File: src/rtl/vending_pkg.sv
// Shared definitions for the tomato vending machine: state codes, coin values
// and price, plus small helpers used by the credit FSM and the decode stage.
package vending_pkg;

    // State codes presented on S: 0..4 = credit in quarters, 5..8 = dispense
    localparam logic [3:0] S0 = 4'd0;
    localparam logic [3:0] S1 = 4'd1;
    localparam logic [3:0] S2 = 4'd2;
    localparam logic [3:0] S3 = 4'd3;
    localparam logic [3:0] S4 = 4'd4;
    localparam logic [3:0] S5 = 4'd5;
    localparam logic [3:0] S6 = 4'd6;
    localparam logic [3:0] S7 = 4'd7;
    localparam logic [3:0] S8 = 4'd8;

    // Coin values in quarter units
    localparam logic [3:0] Q_VAL = 4'd1;
    localparam logic [3:0] H_VAL = 4'd2;
    localparam logic [3:0] D_VAL = 4'd4;

    // Item price in quarter units ($1.25)
    localparam logic [3:0] PRICE = 4'd5;

    typedef enum logic {
        IDLE_CREDIT = 1'b0,
        DISPENSE    = 1'b1
    } vend_state_e;

    // Value of a single coin event; zero when no coin is flagged
    function automatic logic [3:0] coin_value(input logic q, input logic h, input logic d);
        logic [3:0] v;
        v = 4'd0;
        if (q) v = Q_VAL;
        if (h) v = H_VAL;
        if (d) v = D_VAL;
        return v;
    endfunction

    // Only codes 0..8 are meaningful on S
    function automatic logic is_legal_code(input logic [3:0] s);
        return (s <= S8);
    endfunction

endpackage

File: src/rtl/coin_sync_edge.sv
// Two-flop synchroniser followed by a rising-edge detector for one raw coin
// input. Produces a single-cycle event per insertion however long the coin
// line stays high.
module coin_sync_edge (
    input  logic clk,
    input  logic reset,
    input  logic coin_in,
    output logic evt
);

    logic sync1_q, sync2_q, sync3_q;
    logic sync1_d, sync2_d, sync3_d;

    // Shift the raw input down the synchroniser / edge-detect chain
    always_comb begin
        sync1_d = coin_in;
        sync2_d = sync1_q;
        sync3_d = sync2_q;
    end

    // Chain clears on reset so a line held high through reset release
    // still yields exactly one event afterwards
    always_ff @(posedge clk or posedge reset) begin
        if (reset) begin
            sync1_q <= 1'b0;
            sync2_q <= 1'b0;
            sync3_q <= 1'b0;
        end else begin
            sync1_q <= sync1_d;
            sync2_q <= sync2_d;
            sync3_q <= sync3_d;
        end
    end

    assign evt = sync2_q & ~sync3_q;

endmodule

File: src/rtl/vending_credit_fsm.sv
// Credit-accumulating FSM for the tomato vending machine. Turns synchronised
// coin events into the 4-bit state code S and holds dispense codes for
// HOLD_CYCLES clocks before returning to zero credit.
module vending_credit_fsm
    import vending_pkg::*;
#(
    parameter int HOLD_CYCLES = 50_000_000
) (
    input  logic       clk,
    input  logic       reset,
    input  logic       quarter,
    input  logic       half,
    input  logic       dollar,
    output logic [3:0] S,
    output logic       coin_reject
);

    localparam int CNT_W = $clog2(HOLD_CYCLES + 1);
    localparam logic [CNT_W-1:0] HOLD_LAST = CNT_W'(HOLD_CYCLES - 1);

    logic q_evt, h_evt, d_evt;
    logic any_evt, multi_evt;
    logic [3:0] coin_val;
    logic [3:0] credit_sum;

    vend_state_e      state_q, state_d;
    logic [3:0]       s_q, s_d;
    logic [CNT_W-1:0] cnt_q, cnt_d;
    logic             rej_q, rej_d;

    coin_sync_edge u_sync_quarter (
        .clk     (clk),
        .reset   (reset),
        .coin_in (quarter),
        .evt     (q_evt)
    );

    coin_sync_edge u_sync_half (
        .clk     (clk),
        .reset   (reset),
        .coin_in (half),
        .evt     (h_evt)
    );

    coin_sync_edge u_sync_dollar (
        .clk     (clk),
        .reset   (reset),
        .coin_in (dollar),
        .evt     (d_evt)
    );

    assign any_evt   = q_evt | h_evt | d_evt;
    assign multi_evt = (q_evt & h_evt) | (q_evt & d_evt) | (h_evt & d_evt);
    assign coin_val  = coin_value(q_evt, h_evt, d_evt);

    // Next-state, credit, hold-count and reject computation
    always_comb begin
        state_d    = state_q;
        s_d        = s_q;
        cnt_d      = cnt_q;
        rej_d      = 1'b0;
        credit_sum = s_q + coin_val;

        if (!is_legal_code(s_q)) begin
            // Recover from a corrupted code by dropping to zero credit
            state_d = IDLE_CREDIT;
            s_d     = S0;
            cnt_d   = '0;
            rej_d   = any_evt;
        end else begin
            case (state_q)
                IDLE_CREDIT: begin
                    if (multi_evt) begin
                        // Ambiguous simultaneous coins: keep credit, flag it
                        rej_d = 1'b1;
                    end else if (any_evt) begin
                        // Credit is at most 4 here, so the sum tops out at 8
                        s_d = credit_sum;
                        if (credit_sum >= PRICE) begin
                            state_d = DISPENSE;
                            cnt_d   = '0;
                        end
                    end
                end
                DISPENSE: begin
                    // Coins are never credited while dispensing, including
                    // the cycle in which the machine returns to zero
                    rej_d = any_evt;
                    if (cnt_q == HOLD_LAST) begin
                        state_d = IDLE_CREDIT;
                        s_d     = S0;
                        cnt_d   = '0;
                    end else begin
                        cnt_d = cnt_q + CNT_W'(1);
                    end
                end
                default: begin
                    state_d = IDLE_CREDIT;
                    s_d     = S0;
                    cnt_d   = '0;
                end
            endcase
        end
    end

    // State, credit code, hold counter and registered reject pulse
    always_ff @(posedge clk or posedge reset) begin
        if (reset) begin
            state_q <= IDLE_CREDIT;
            s_q     <= S0;
            cnt_q   <= '0;
            rej_q   <= 1'b0;
        end else begin
            state_q <= state_d;
            s_q     <= s_d;
            cnt_q   <= cnt_d;
            rej_q   <= rej_d;
        end
    end

    assign S           = s_q;
    assign coin_reject = rej_q;

endmodule

File: config.mk
export PLATFORM = sky130hd
export DESIGN_NAME = vending_credit_fsm
export DESIGN_NICKNAME = d
export VERILOG_FILES = /design/src/rtl/vending_pkg.sv /design/src/rtl/coin_sync_edge.sv /design/src/rtl/vending_credit_fsm.sv
export SDC_FILE = /design/constraint.sdc
export NUM_CORES = 1
export LEC_CHECK = 0
export BUFFER_PORTS_ARGS = -buffer_cell sky130_fd_sc_hd__buf_2
export CAP_MARGIN = 10
export CORE_ASPECT_RATIO = 1.1
export CORE_MARGIN = 2
export CORE_UTILIZATION = 40
export DETAILED_ROUTE_END_ITERATION = 6
export PLACE_DENSITY = 0.68
export RECOVER_POWER = 25
export SLEW_MARGIN = 20
export SYNTH_ARGS = -nofsm -noshare
export SYNTH_HDL_FRONTEND = slang
export SYNTH_HIERARCHICAL = 1
export SYNTH_SLANG_ARGS = --single-unit
File: constraint.sdc
create_clock -name clk -period 3.8 [get_ports clk]
set_input_delay 1.14 -clock clk [delete_from_list [all_inputs] [get_ports clk]]
set_output_delay 1.14 -clock clk [all_outputs]
set_load 0.1 [all_outputs]
==> report_table.html <==
<table>
<tr><th>Metric</th><th>Value</th></tr>
<tr><th colspan="2">Run status</th></tr>
<tr><td>Run status</td><td>complete, no violations</td></tr>
<tr><th colspan="2">Floorplan</th></tr>
<tr><td>Die width</td><td>77.3 um</td></tr>
<tr><td>Total number of placement rows</td><td>29</td></tr>
<tr><td>Starting density of the core</td><td>0.412</td></tr>
<tr><td>Die Ht</td><td>84.6 um</td></tr>
<tr><td>Overall die area</td><td>6530 um2</td></tr>
<tr><td>Number of top-level pins</td><td>10</td></tr>
<tr><td>Floorplan Core Area</td><td>5730 um2</td></tr>
<tr><th colspan="2">Timing</th></tr>
<tr><td>Final critical path time including I/O delays and setup</td><td>2.86 ns</td></tr>
<tr><td>Final worst-path cycle share</td><td>0.752</td></tr>
<tr><td>Max-slew violation count</td><td>0</td></tr>
<tr><td>Setup TNS Final</td><td>0 ns</td></tr>
<tr><td>Setup repair after global routing missed its margin</td><td>no</td></tr>
<tr><td>Worst hold margin</td><td>0.351 ns</td></tr>
<tr><td>Highest Clock Rate</td><td>0.350 GHz</td></tr>
<tr><td>Relative max-transition margin</td><td>0.430</td></tr>
<tr><td>Final setup vio count</td><td>0</td></tr>
<tr><td>Worst-Margin Slew</td><td>0.847 ns</td></tr>
<tr><td>Final number of hold-violating endpoints</td><td>0</td></tr>
<tr><td>Largest clock skew in the final design</td><td>0.00624 ns</td></tr>
<tr><th colspan="2">Setup path</th></tr>
<tr><td>Type of the worst setup path</td><td>reg -&gt; reg</td></tr>
<tr><td>Cells traversed along the worst timing path</td><td>nor2b_4 &gt; nor3b_1 &gt; ha_1 &gt; fa_1 &gt; nor2_1 &gt; o221ai_1 &gt; o21ai_1 &gt; buf_4 &gt; a21oi_1 &gt; buf_4 &gt; a2111oi_0</td></tr>
<tr><td>Critical path launch point type</td><td>register</td></tr>
<tr><td>Worst R2R Start</td><td>u_sync_quarter/sync3_q$_DFF_PP0_</td></tr>
<tr><td>Slowest-stage cell, CP</td><td>sky130_fd_sc_hd__fa_1</td></tr>
<tr><td>Crit-path leading delay family</td><td>compound AO/OA/AOI/OAI gates</td></tr>
<tr><td>Capturing element type of the critical path</td><td>register</td></tr>
<tr><td>Delay of the slowest cell on the worst path</td><td>0.44 ns</td></tr>
<tr><td>CP max FO</td><td>12</td></tr>
<tr><td>Startpoint of the most critical setup path</td><td>u_sync_quarter/sync3_q$_DFF_PP0_</td></tr>
<tr><td>Cell repeated most along the worst path</td><td>sky130_fd_sc_hd__buf_4</td></tr>
<tr><td>Data arrival time of the critical path</td><td>3.03 ns</td></tr>
<tr><td>Worst endpoint required time</td><td>3.97 ns</td></tr>
<tr><td>Bufs and invs on worst path</td><td>2</td></tr>
<tr><th colspan="2">CTS</th></tr>
<tr><td>TritonCTS clock tree</td><td>done</td></tr>
<tr><td>CTS H-tree depth</td><td>2</td></tr>
<tr><td>Clock tree buffer depth</td><td>2</td></tr>
<tr><td>CTS Root Cell</td><td>sky130_fd_sc_hd__clkbuf_8</td></tr>
<tr><td>Clock transition time at the flip-flop clock pins of the worst setup and hold paths</td><td>0.09 ns</td></tr>
<tr><td>PostCTS Resize Cnt</td><td>0</td></tr>
<tr><td>Hold Buf Count CTS</td><td>0</td></tr>
<tr><td>Post-CTS setup-driven buffer insertion count</td><td>0</td></tr>
<tr><td>Clock Latency Late Sink</td><td>0.30 ns</td></tr>
<tr><td>Inserted Clock Buffers</td><td>5</td></tr>
<tr><td>TritonCTS sink count</td><td>41</td></tr>
<tr><th colspan="2">Power</th></tr>
<tr><td>Part of the total power dissipated in the clock network</td><td>0.247</td></tr>
<tr><td>Relative contribution of sequential cells to total power</td><td>0.355</td></tr>
<tr><td>Tot Pwr</td><td>1520 uW</td></tr>
<tr><td>Leakage power summed over all cells</td><td>0.00115 uW</td></tr>
<tr><td>Design internal power</td><td>872 uW</td></tr>
<tr><td>VDD IR max</td><td>0.341 mV</td></tr>
<tr><td>Combinational share of power</td><td>0.398</td></tr>
<tr><td>Switching share of power</td><td>0.426</td></tr>
<tr><td>Total power density per cell area</td><td>582 nW/um2</td></tr>
<tr><td>Power dissipated by switching net loads</td><td>646 uW</td></tr>
<tr><th colspan="2">Logic synthesis</th></tr>
<tr><td>Sequential element share of the synthesized area</td><td>0.435</td></tr>
<tr><td>Mean instance size in the synthesized netlist</td><td>9.68 um2</td></tr>
<tr><td>Share of flip-flops with an asynchronous set or reset</td><td>1.00</td></tr>
<tr><td>Number of unique standard cell types used by synthesis</td><td>56</td></tr>
<tr><td>Number of enable flip-flop cells after synthesis</td><td>0</td></tr>
<tr><td>Synthesized Nets</td><td>254</td></tr>
<tr><td>Main flop type after synthesis</td><td>sky130_fd_sc_hd__dfrtp_1</td></tr>
<tr><td>Synth Cell Area</td><td>2360 um2</td></tr>
<tr><td>Number of flip-flops and latches in the synthesized netlist</td><td>41</td></tr>
<tr><td>Ys Warns</td><td>6</td></tr>
<tr><td>Gate Count Post-Synth</td><td>244</td></tr>
<tr><th colspan="2">Final layout</th></tr>
<tr><td>Final design utilization</td><td>0.455</td></tr>
<tr><td>Combined area of the multi-input logic cells</td><td>1270 um2</td></tr>
<tr><td>Layout Cell Area excl Fill</td><td>2610 um2</td></tr>
<tr><td>Number of filler instances in the final layout</td><td>579</td></tr>
<tr><td>Area growth syn-to-layout</td><td>10.5%</td></tr>
<tr><td>Sequential standard cell area</td><td>1030 um2</td></tr>
<tr><td>Share of post-route cells with drive strength above 1</td><td>0.122</td></tr>
<tr><td>Antenna diodes</td><td>0</td></tr>
<tr><td>Count of nets after finishing</td><td>264</td></tr>
<tr><th colspan="2">Global routing</th></tr>
<tr><td>Met3 track utilization from global routing</td><td>0.0355</td></tr>
<tr><td>Total routing resource utilization after global routing</td><td>0.177</td></tr>
<tr><td>Global-route wire length before repair</td><td>9.23 mm</td></tr>
<tr><td>GR Util met1</td><td>0.237</td></tr>
<tr><td>GRT met2 Usage</td><td>0.278</td></tr>
<tr><td>Vias in the first global route</td><td>1877</td></tr>
<tr><td>Pin count of the biggest net entering global routing</td><td>18</td></tr>
<tr><td>Total global routing overflow</td><td>0</td></tr>
<tr><td>Global route hottest layer</td><td>met2</td></tr>
<tr><td>Antenna violations before repair</td><td>0</td></tr>
<tr><th colspan="2">Drt</th></tr>
<tr><td>Vias</td><td>1987</td></tr>
<tr><td>DR DRC count</td><td>0</td></tr>
<tr><td>Drt total wl</td><td>5.22 mm</td></tr>
<tr><td>Drt pass-1 iters</td><td>4</td></tr>
<tr><td>Number of antenna-violating nets in the routed design</td><td>0</td></tr>
<tr><td>Number of violations reported at the end of detailed-routing iteration 0</td><td>202</td></tr>
<tr><td>Routed len/inst</td><td>15.7 um</td></tr>
<tr><td>Average vias per placed instance</td><td>5.98</td></tr>
<tr><th colspan="2">Placement</th></tr>
<tr><td>Routability congestion estimate from global placement</td><td>0.871</td></tr>
<tr><td>Post-detailed-placement cell area</td><td>2480 um2</td></tr>
<tr><td>Port buffer count</td><td>9</td></tr>
<tr><td>Half-perimeter wire length of the detailed placement result</td><td>3.69 mm</td></tr>
<tr><th colspan="2">Flow run</th></tr>
<tr><td>Number of max-capacitance violations reported</td><td>0</td></tr>
<tr><th colspan="2">Worst hold path</th></tr>
<tr><td>Worst min-delay path startpoint</td><td>u_sync_quarter/sync1_q$_DFF_PP0_</td></tr>
<tr><td>Worst hold path type</td><td>reg -&gt; reg</td></tr>
</table>
Yosys cell counts, types with 4 or more instances:
library cell                count  area [um2]
sky130_fd_sc_hd__a211o_1        8        70.1
sky130_fd_sc_hd__inv_1          7        26.3
sky130_fd_sc_hd__a22o_1         5        43.8
sky130_fd_sc_hd__o2bb2ai_1      4        35.0
sky130_fd_sc_hd__nor2_1        15        56.3
sky130_fd_sc_hd__dfrtp_1       41        1030
sky130_fd_sc_hd__nand2_1       10        37.5
sky130_fd_sc_hd__ha_1           4        50.1
sky130_fd_sc_hd__nor4_1        11        68.8
sky130_fd_sc_hd__o21ai_0        4        20.0
sky130_fd_sc_hd__nor3_1        17        85.1
sky130_fd_sc_hd__clkbuf_1       6        22.5
sky130_fd_sc_hd__and2_1         4        25.0
sky130_fd_sc_hd__nand4_1        5        31.3
sky130_fd_sc_hd__and3_1         8        50.1
sky130_fd_sc_hd__a21oi_1       12        60.1
sky130_fd_sc_hd__o21ai_1        4        20.0
sky130_fd_sc_hd__nand2b_1       7        43.8
sky130_fd_sc_hd__nand3_1       16        80.1
routing by layer:
| layer | up-vias | wire [um] |
|---|---|---|
| met1 | 974 | 2330 |
| met4 | 0 | 109 |
| met2 | 50 | 2550 |
| li1 | 952 | - |
| met3 | 11 | 231 |
| met5 | - | 0 |
registers in the layout, indices dropped and copies added (netlist names):
| name | count |
|---|---|
| u_sync_quarter/sync3_q | 1 |
| u_sync_quarter/sync2_q | 1 |
| cnt_q | 26 |
| u_sync_half/sync3_q | 1 |
| u_sync_dollar/sync1_q | 1 |
| u_sync_dollar/sync2_q | 1 |
| coin_reject | 1 |
| state_q | 1 |
| u_sync_quarter/sync1_q | 1 |
| u_sync_half/sync1_q | 1 |
| u_sync_dollar/sync3_q | 1 |
| S | 4 |
| u_sync_half/sync2_q | 1 |
power by group through the flow:
stage	clock network (uW)	logic (uW)	registers, uW
3_5_place_dp	0	598	547
4_1_cts	387	601	539
3_3_place_gp	0	592	544
5_1_grt	409	654	549
6_report	375	605	539
2_1_floorplan	0	346	669
placed cells by master (no fill, tap or decap), types with 2 or more instances in the layout:
cell type / instances
sky130_fd_sc_hd__dfrtp_1: 41
sky130_fd_sc_hd__nor3_1: 17
sky130_fd_sc_hd__nand3_1: 16
sky130_fd_sc_hd__nor2_1: 15
sky130_fd_sc_hd__a21oi_1: 12
sky130_fd_sc_hd__nor4_1: 11
sky130_fd_sc_hd__nand2_1: 10
sky130_fd_sc_hd__and3_1: 8
sky130_fd_sc_hd__a211o_1: 8
sky130_fd_sc_hd__buf_2: 8
sky130_fd_sc_hd__nand2b_1: 7
sky130_fd_sc_hd__inv_1: 7
sky130_fd_sc_hd__clkbuf_8: 6
sky130_fd_sc_hd__nand4_1: 5
sky130_fd_sc_hd__a22o_1: 5
sky130_fd_sc_hd__o21ai_0: 4
sky130_fd_sc_hd__o21ai_1: 4
sky130_fd_sc_hd__and2_1: 4
sky130_fd_sc_hd__o2bb2ai_1: 4
sky130_fd_sc_hd__ha_1: 4
sky130_fd_sc_hd__buf_4: 4
sky130_fd_sc_hd__a21o_1: 3
sky130_fd_sc_hd__mux2i_1: 3
sky130_fd_sc_hd__and4_1: 3
sky130_fd_sc_hd__a211oi_1: 3
sky130_fd_sc_hd__nor2b_4: 3
sky130_fd_sc_hd__o31ai_1: 2
sky130_fd_sc_hd__nor2b_1: 2
sky130_fd_sc_hd__o21a_1: 2
sky130_fd_sc_hd__a2111oi_0: 2
sky130_fd_sc_hd__a22oi_1: 2
sky130_fd_sc_hd__a2bb2oi_1: 2
final cells by class:
| class | count | share of cell area |
|---|---|---|
| clock inverter | 2 | 0.0144 |
| tap | 77 | 0.0369 |
| clock buffer | 6 | 0.0317 |
| sequential | 41 | 0.393 |
| inverter | 7 | 0.0101 |
| timing repair buffer | 13 | 0.0283 |
| multi-input combinational | 186 | 0.485 |
through the flow:
step / worst slack [ns] / std cells
after global routing: 0.701 / 332
after floorplan: 0.905 / 244
after CTS: 0.889 / 332
final: 0.943 / 332
after global placement: 0.949 / 324
after detailed placement: 0.924 / 324
path summary, 6_finish.rpt:
path,end,slack [ns],cells past startpoint
max,cnt_q[18]$_DFFE_PP0P_,0.94,11
min,u_sync_quarter/sync2_q$_DFF_PP0_,0.35,0
max reg2reg,cnt_q[18]$_DFFE_PP0P_,0.94,11
min reg2reg,u_sync_quarter/sync2_q$_DFF_PP0_,0.35,0
max in group asynchronous,state_q$_DFF_PP0_,2.18,3
min in group asynchronous,u_sync_half/sync2_q$_DFF_PP0_,0.72,2
kinds of logic after synthesis:
kind of cell | Yosys count | share of synthesized area
simple gates | 109 | 0.271
fa+ha+maj | 6 | 0.0339
mux | 4 | 0.0175
xor+xnor | 2 | 0.00742
flops | 41 | 0.435
compound gates | 65 | 0.204
buf+inv | 17 | 0.0318
(Power assumes the default switching activity.)
